[config.mk]
export PLATFORM = sky130hd
export DESIGN_NAME = sprite_compositor
export DESIGN_NICKNAME = d
export VERILOG_FILES = /design/src/rtl/sprite_compositor.sv
export SDC_FILE = /design/constraint.sdc
export NUM_CORES = 1
export LEC_CHECK = 0
export BUFFER_PORTS_ARGS = -buffer_cell sky130_fd_sc_hd__buf_2
export CORE_MARGIN = 1
export CORE_UTILIZATION = 50
export DETAILED_ROUTE_END_ITERATION = 8
export GPL_ROUTABILITY_DRIVEN = 0
export HOLD_SLACK_MARGIN = 0.12
export PLACE_DENSITY = 0.77
export SYNTH_ARGS = -nofsm -noshare
export SYNTH_HDL_FRONTEND = slang
export SYNTH_SLANG_ARGS = --single-unit
[constraint.sdc]
create_clock -name clk_0 -period 6 [get_ports clk_0]
set_clock_uncertainty 0.15 [all_clocks]
set_input_delay 0.9 -clock clk_0 [delete_from_list [all_inputs] [get_ports clk_0]]
set_output_delay 0.9 -clock clk_0 [all_outputs]
set_load 0.02 [all_outputs]
[src/rtl/sprite_compositor.sv]
// sprite_compositor: layers N_SPR rectangular sprites, a dashed centre net,
// an overlay layer and a background colour into registered RGB.
// Two-stage pixel pipeline: stage 1 runs the hit tests, stage 2 applies
// layer priority. Sprite attributes are taken from a shadow copy that is
// refreshed once per frame, at the first blanking line.
`timescale 1ns/1ps

module sprite_compositor #(
    parameter int N_SPR     = 4,
    parameter int COLOR_W   = 4,
    parameter int H_VIDEO   = 640,
    parameter int V_VIDEO   = 480,
    parameter int NET_EN    = 1,
    parameter int NET_W     = 12,
    parameter int NET_DASH  = 12,
    parameter int NET_PER   = 24,
    parameter logic [3*COLOR_W-1:0] NET_COLOR = '1
) (
    input  logic                         clk_0,
    input  logic                         rst,
    input  logic [9:0]                   pixel_x,
    input  logic [9:0]                   pixel_y,
    input  logic                         video_on,
    input  logic [10*N_SPR-1:0]          spr_x,
    input  logic [10*N_SPR-1:0]          spr_y,
    input  logic [10*N_SPR-1:0]          spr_w,
    input  logic [10*N_SPR-1:0]          spr_h,
    input  logic [N_SPR-1:0]             spr_en,
    input  logic [3*COLOR_W*N_SPR-1:0]   spr_color,
    input  logic [3*COLOR_W-1:0]         bg_color,
    input  logic                         ovl_pixel,
    input  logic                         ovl_only,
    input  logic [3*COLOR_W-1:0]         ovl_color,
    output logic [COLOR_W-1:0]           red,
    output logic [COLOR_W-1:0]           green,
    output logic [COLOR_W-1:0]           blue,
    output logic                         video_on_q
);

    localparam int RGB_W = 3 * COLOR_W;
    localparam int CNT_W = 5;

    // Net occupies the half-open column range [NET_X0, NET_X1).
    localparam logic [9:0]       NET_X0    = 10'(H_VIDEO / 2 - NET_W / 2);
    localparam logic [10:0]      NET_X1    = 11'(H_VIDEO / 2 - NET_W / 2 + NET_W);
    localparam logic [9:0]       V_LOAD    = 10'(V_VIDEO);
    localparam logic [CNT_W-1:0] CNT_LAST  = CNT_W'(NET_PER - 1);
    localparam logic [CNT_W-1:0] CNT_DASH  = CNT_W'(NET_DASH);

    // ------------------------------------------------------------------
    // Shadow attribute registers
    // ------------------------------------------------------------------
    logic [10*N_SPR-1:0]  sh_x_q;
    logic [10*N_SPR-1:0]  sh_y_q;
    logic [10*N_SPR-1:0]  sh_w_q;
    logic [10*N_SPR-1:0]  sh_h_q;
    logic [N_SPR-1:0]     sh_en_q;
    logic [RGB_W*N_SPR-1:0] sh_color_q;

    logic shadow_load;

    // The swap happens at the start of the first line below the active area,
    // so the whole next frame sees one consistent attribute set.
    assign shadow_load = (pixel_x == 10'd0) && (pixel_y == V_LOAD);

    // Enable shadow: cleared by reset so no sprite shows before the first swap.
    always_ff @(posedge clk_0) begin
        // NOTE: clocked blocks use non-blocking assignments so every register
        // samples the values that were present before the edge.
        if (rst) begin
            sh_en_q <= '0;
        end else if (shadow_load) begin
            sh_en_q <= spr_en;
        end
    end

    // Geometry and colour shadows: loaded with the enables, never reset.
    always_ff @(posedge clk_0) begin
        // NOTE: these wide shadow registers deliberately have no reset; they
        // are only observed through sh_en_q, which is reset.
        if (shadow_load) begin
            sh_x_q     <= spr_x;
            sh_y_q     <= spr_y;
            sh_w_q     <= spr_w;
            sh_h_q     <= spr_h;
            sh_color_q <= spr_color;
        end
    end

    // ------------------------------------------------------------------
    // Centre-net line counter
    // ------------------------------------------------------------------
    // net_cnt_d is the count that belongs to the line of the current pixel,
    // so line 0 already sees zero on its first pixel.
    logic [CNT_W-1:0] net_cnt_q;
    logic [CNT_W-1:0] net_cnt_d;

    // Next line count: clear on the first pixel of a frame, step at each active line start.
    always_comb begin
        // NOTE: every combinational output gets a default first, so no path
        // leaves it unassigned and no latch is inferred.
        net_cnt_d = net_cnt_q;
        if (pixel_x == 10'd0) begin
            if (pixel_y == 10'd0) begin
                net_cnt_d = '0;
            end else if (pixel_y < V_LOAD) begin
                net_cnt_d = (net_cnt_q == CNT_LAST) ? '0 : net_cnt_q + 1'b1;
            end
        end
    end

    // Line counter register.
    always_ff @(posedge clk_0) begin
        if (rst) begin
            net_cnt_q <= '0;
        end else begin
            net_cnt_q <= net_cnt_d;
        end
    end

    logic net_hit_d;
    assign net_hit_d = (NET_EN != 0)
                    && (net_cnt_d < CNT_DASH)
                    && (pixel_x >= NET_X0)
                    && ({1'b0, pixel_x} < NET_X1);

    // ------------------------------------------------------------------
    // Stage 1: per-sprite hit tests on the shadow copy
    // ------------------------------------------------------------------
    logic [N_SPR-1:0] spr_hit;

    for (genvar g = 0; g < N_SPR; g++) begin : g_hit
        logic [10:0] x_end;
        logic [10:0] y_end;

        // 11-bit ends: a sprite running past column/line 1023 clips instead of wrapping.
        assign x_end = {1'b0, sh_x_q[10*g +: 10]} + {1'b0, sh_w_q[10*g +: 10]};
        assign y_end = {1'b0, sh_y_q[10*g +: 10]} + {1'b0, sh_h_q[10*g +: 10]};

        // Half-open intervals: zero width or height never hits.
        assign spr_hit[g] = sh_en_q[g]
                         && (pixel_x >= sh_x_q[10*g +: 10])
                         && ({1'b0, pixel_x} < x_end)
                         && (pixel_y >= sh_y_q[10*g +: 10])
                         && ({1'b0, pixel_y} < y_end);
    end

    logic             spr_any_d;
    logic [RGB_W-1:0] spr_rgb_d;

    // Priority pick among hit sprites: walking from the top index down lets the lowest index win.
    always_comb begin
        spr_any_d = 1'b0;
        spr_rgb_d = '0;
        for (int i = N_SPR - 1; i >= 0; i--) begin
            if (spr_hit[i]) begin
                spr_any_d = 1'b1;
                spr_rgb_d = sh_color_q[RGB_W*i +: RGB_W];
            end
        end
    end

    logic             s1_von_q;
    logic             s1_ovl_q;
    logic             s1_ovl_only_q;
    logic             s1_net_q;
    logic             s1_spr_q;
    logic [RGB_W-1:0] s1_spr_rgb_q;

    // Stage 1 register: hit results and the qualifiers that travel with the pixel.
    always_ff @(posedge clk_0) begin
        if (rst) begin
            s1_von_q      <= 1'b0;
            s1_ovl_q      <= 1'b0;
            s1_ovl_only_q <= 1'b0;
            s1_net_q      <= 1'b0;
            s1_spr_q      <= 1'b0;
            s1_spr_rgb_q  <= '0;
        end else begin
            s1_von_q      <= video_on;
            s1_ovl_q      <= ovl_pixel;
            s1_ovl_only_q <= ovl_only;
            s1_net_q      <= net_hit_d;
            s1_spr_q      <= spr_any_d;
            s1_spr_rgb_q  <= spr_rgb_d;
        end
    end

    // ------------------------------------------------------------------
    // Stage 2: layer priority and output register
    // ------------------------------------------------------------------
    logic [RGB_W-1:0] rgb_d;
    logic [RGB_W-1:0] rgb_q;
    logic             von_q;

    // Layer priority: blanking, overlay-only mode, overlay, sprites, net, background.
    always_comb begin
        rgb_d = bg_color;
        if (!s1_von_q) begin
            rgb_d = '0;
        end else if (s1_ovl_only_q) begin
            rgb_d = s1_ovl_q ? ovl_color : '0;
        end else if (s1_ovl_q) begin
            rgb_d = ovl_color;
        end else if (s1_spr_q) begin
            rgb_d = s1_spr_rgb_q;
        end else if (s1_net_q) begin
            rgb_d = NET_COLOR;
        end
    end

    // Output register: RGB and the matching video_on.
    always_ff @(posedge clk_0) begin
        if (rst) begin
            rgb_q <= '0;
            von_q <= 1'b0;
        end else begin
            rgb_q <= rgb_d;
            von_q <= s1_von_q;
        end
    end

    assign red        = rgb_q[3*COLOR_W-1:2*COLOR_W];
    assign green      = rgb_q[2*COLOR_W-1:COLOR_W];
    assign blue       = rgb_q[COLOR_W-1:0];
    assign video_on_q = von_q;

endmodule

==> metrics.md <==
| Metric | Value |
|---|---|
| Reg2reg end | s1_spr_rgb_q[5] |
| Die Wd | 172 um |
| Setup violators final | 0 |
| I/O Pins | 274 |
| DR pass1 iterations | 5 |
| Post-CTS Hold Fix Bufs | 0 |
| Critical Path Fanout Max | 13 |
| Outcome | finished clean |
| Drt drc | 0 |
| Startpoint types | flip-flop |
| Worst slew pin tran | 901 ps |
| Synthesis Warnings | 0 |
| Pins Over Slew Limit | 0 |
| Rows | 61 |
| CTS tree | built |
| Die ar. | 29600 um^2 |
| Synthesized area | 14500 um^2 |
| Peak VDD IR | 0.000235 V |
| Initial Util | 51.4% |
| Total Wirelength | 33800 um |
| Slew HR | 39.5% |
| Hold crit path type | reg -> reg |
| Post-synth ARST share | 0% |
| Longest Clk Path Bufs | 3 |
| Area delta synth->final | 18.7% |
| Global-route wire length before repair | 52100 um |
| Min-Delay Path Depth | 2 |
| Clk sinks | 247 |
| DR vias | 10620 |
| Hold violation count in the final report | 0 |
| Unrepaired setup endpoints after global routing | false |
| Crit path required time | 6230 ps |
| Placed Cells | 1876 |
| Avg Cell Area, Syn | 11.7 um^2 |
| Tmin final | 4680 ps |
| P_leak | 7.49 nW |
| Vias in the first global route | 10624 |
| Nets | 2029 |
| Post-synth EDFFs | 208 |
| Yosys reg bits | 247 |
| Net count of the mapped netlist | 1738 |
| Max Cap Viol | 0 |
| Syn Inst Count | 1236 |
| Fillers | 2216 |
| FF-to-FF path depth | 18 |
| IO Port Bufs | 273 |
| Worst skew pair latency | 530 ps |
| Critical Path Sink Type | flip-flop |
| H-Tree Depth | 1 |
| Tcrit/Tclk final | 77.9% |
| Power per cell area | 216 nW/um^2 |
| Drt wl/cell | 17.5 um |
| Sum of negative setup slack | 0 ps |
| Yosys cell types | 62 |
| Total Routing Usage GR | 22.7% |
| Crit Reg-Reg Startpoint | sh_x_q[11] |
| Drt initial violations | 765 |
| Synth Flop Type | edfxtp_1 |
| Overflow after GRT | 0 |
| Kind of critical path | reg -> reg |
| Core area | 28200 um^2 |
| Share of cells above drive strength 1 | 21.7% |
| Cell Count, Final, Fillers Out | 1929 |
| Register area share after synthesis | 48.5% |
| Highest clock rate | 214 MHz |
| Worst Path Arrival | 4910 ps |
| Die H | 172 um |
| Reg-to-reg slack, setup | 1320 ps |
| Initial antenna violation count | 5 |
| Reg clk slew, reported paths | 60 ps |
| Hold Path End | sh_en_q[2] |
| Largest net degree at the start of global routing | 112 |
| Clk root buf | clkbuf_16 |
| Min-delay src | sh_en_q[2] |
| DR vias/cell | 5.51 |
| Setup Buffers After CTS | 0 |
| CTS Buf Count | 27 |
| Post-route ant nets | 0 |
| Detailed placer's ending HPWL | 26000 um |
| Gates resized, CTS repair | 0 |
worst max path at each step:
| stage | depth (start not counted) | slack [ps] | to | start |
|---|---|---|---|---|
| floorplan | 4 | 990 | sh_color_q[0] | pixel_x[7] |
| global placement | 18 | 1490 | s1_spr_rgb_q[8] | sh_x_q[11] |
| detailed placement | 18 | 1340 | s1_spr_rgb_q[7] | sh_x_q[11] |
| CTS | 18 | 1270 | s1_spr_rgb_q[5] | sh_x_q[11] |
| global route | 18 | 1000 | s1_spr_rgb_q[4] | sh_x_q[11] |
| finish | 18 | 1320 | s1_spr_rgb_q[5] | sh_x_q[11] |
registers in the layout, indices dropped and copies added (netlist names), 4 cells and up:
| register | cells |
|---|---|
| sh_color_q | 48 |
| sh_h_q | 40 |
| sh_w_q | 40 |
| sh_x_q | 40 |
| sh_y_q | 40 |
| rgb_q | 12 |
| s1_spr_rgb_q | 12 |
| net_cnt_q | 5 |
| sh_en_q | 4 |
layout by cell type (no fill, tap or decap), types with 14 or more instances in the layout:
cell type and instances:
buf_2 273, edfxtp_1 208, nand2b_1 14, a211oi_1 14
ha_1 233, nor2_1 50, a21o_1 35, nand2_1 46
nor3_1 18, dfxtp_1 39, xnor2_1 30, clkbuf_16 28
nand3_1 22, a21oi_1 110, inv_1 114, nor2b_1 14
xor2_1 26, o21ai_0 76
layer usage:
metal	up-vias	share of wire, %	GRT usage, %
met5	-	0.038	0
met4	2	3.0	7.62
met3	63	5.2	3.64
met2	321	49	40.0
met1	4961	43	28.3
li1	5273	-	-
layout make-up:
cell class              count  area (um^2)  area share (%)
well taps                 378          473            2.75
inverters                 115          435            2.53
multi-input cells         859         6960            40.5
diodes                      4         10.0          0.0583
flip-flops and latches    247         7030            40.9
clock inverters            12         95.1           0.553
repair buffers            277         1420            8.27
clock buffers              37          764            4.45
kinds of logic after synthesis:
family                     after synthesis  share of synthesized area, %
AOI/OAI and AO/OA                      344                          15.5
DFF                                    247                          48.5
adders and majority gates              241                          21.2
and+or+nand+nor                        218                          7.88
buffers and inverters                  130                          3.44
xor gates and xnor gates                56                          3.39
power by group:
group	leakage, nW	switching (W)	total [W]	internal (W)
logic	4.90	0.000129	0.000244	0.000115
clock network	0.410	0.000666	0.00160	0.000934
registers	2.18	0.00000360	0.00186	0.00186
total	7.49	0.000799	0.00371	0.00291
through the flow:
| stage | power, W | hold slack, ps | instance area, um^2 | utilization [%] | worst slack (ps) |
|---|---|---|---|---|---|
| CTS | 0.00374 | 306 | 17200 | 61.0 | 1270 |
| finish | 0.00371 | 306 | 17200 | 61.0 | 1320 |
| global route | 0.00384 | 321 | 17200 | 61.0 | 998 |
| floorplan | 0.00199 | 283 | 14500 | - | 990 |
| detailed placement | 0.00214 | 298 | 16300 | 57.9 | 1340 |
| global placement | 0.00214 | 293 | 16300 | 57.9 | 1490 |
critical path, cell delays in order, from the launching register on:
cell	delay, ps
edfxtp_1	430
ha_1	310
a21o_1	170
a21oi_1	220
o21bai_1	90
a21oi_1	240
o21ai_0	180
a21o_1	200
a21oi_1	170
xor2_1	90
ha_1	320
and4_1	240
a211o_1	140
a31oi_1	40
a311oi_1	750
o32ai_1	210
buf_4	240
a21oi_1	210
a221oi_2	90
synth_stat cells (all sizes together), types with 18 or more instances:
library cell / instances / area share, %
nand3: 22 / 0.76
o21ai: 77 / 2.7
ha: 233 / 20
nand2: 46 / 1.2
inv: 115 / 3.0
a21oi: 110 / 3.8
edfxtp: 208 / 43
nor3: 18 / 0.62
a21o: 35 / 1.8
xor2: 26 / 1.6
nor2: 50 / 1.3
dfxtp: 39 / 5.4
xnor2: 30 / 1.8
No activity file was read; power rests on OpenSTA's default activity.
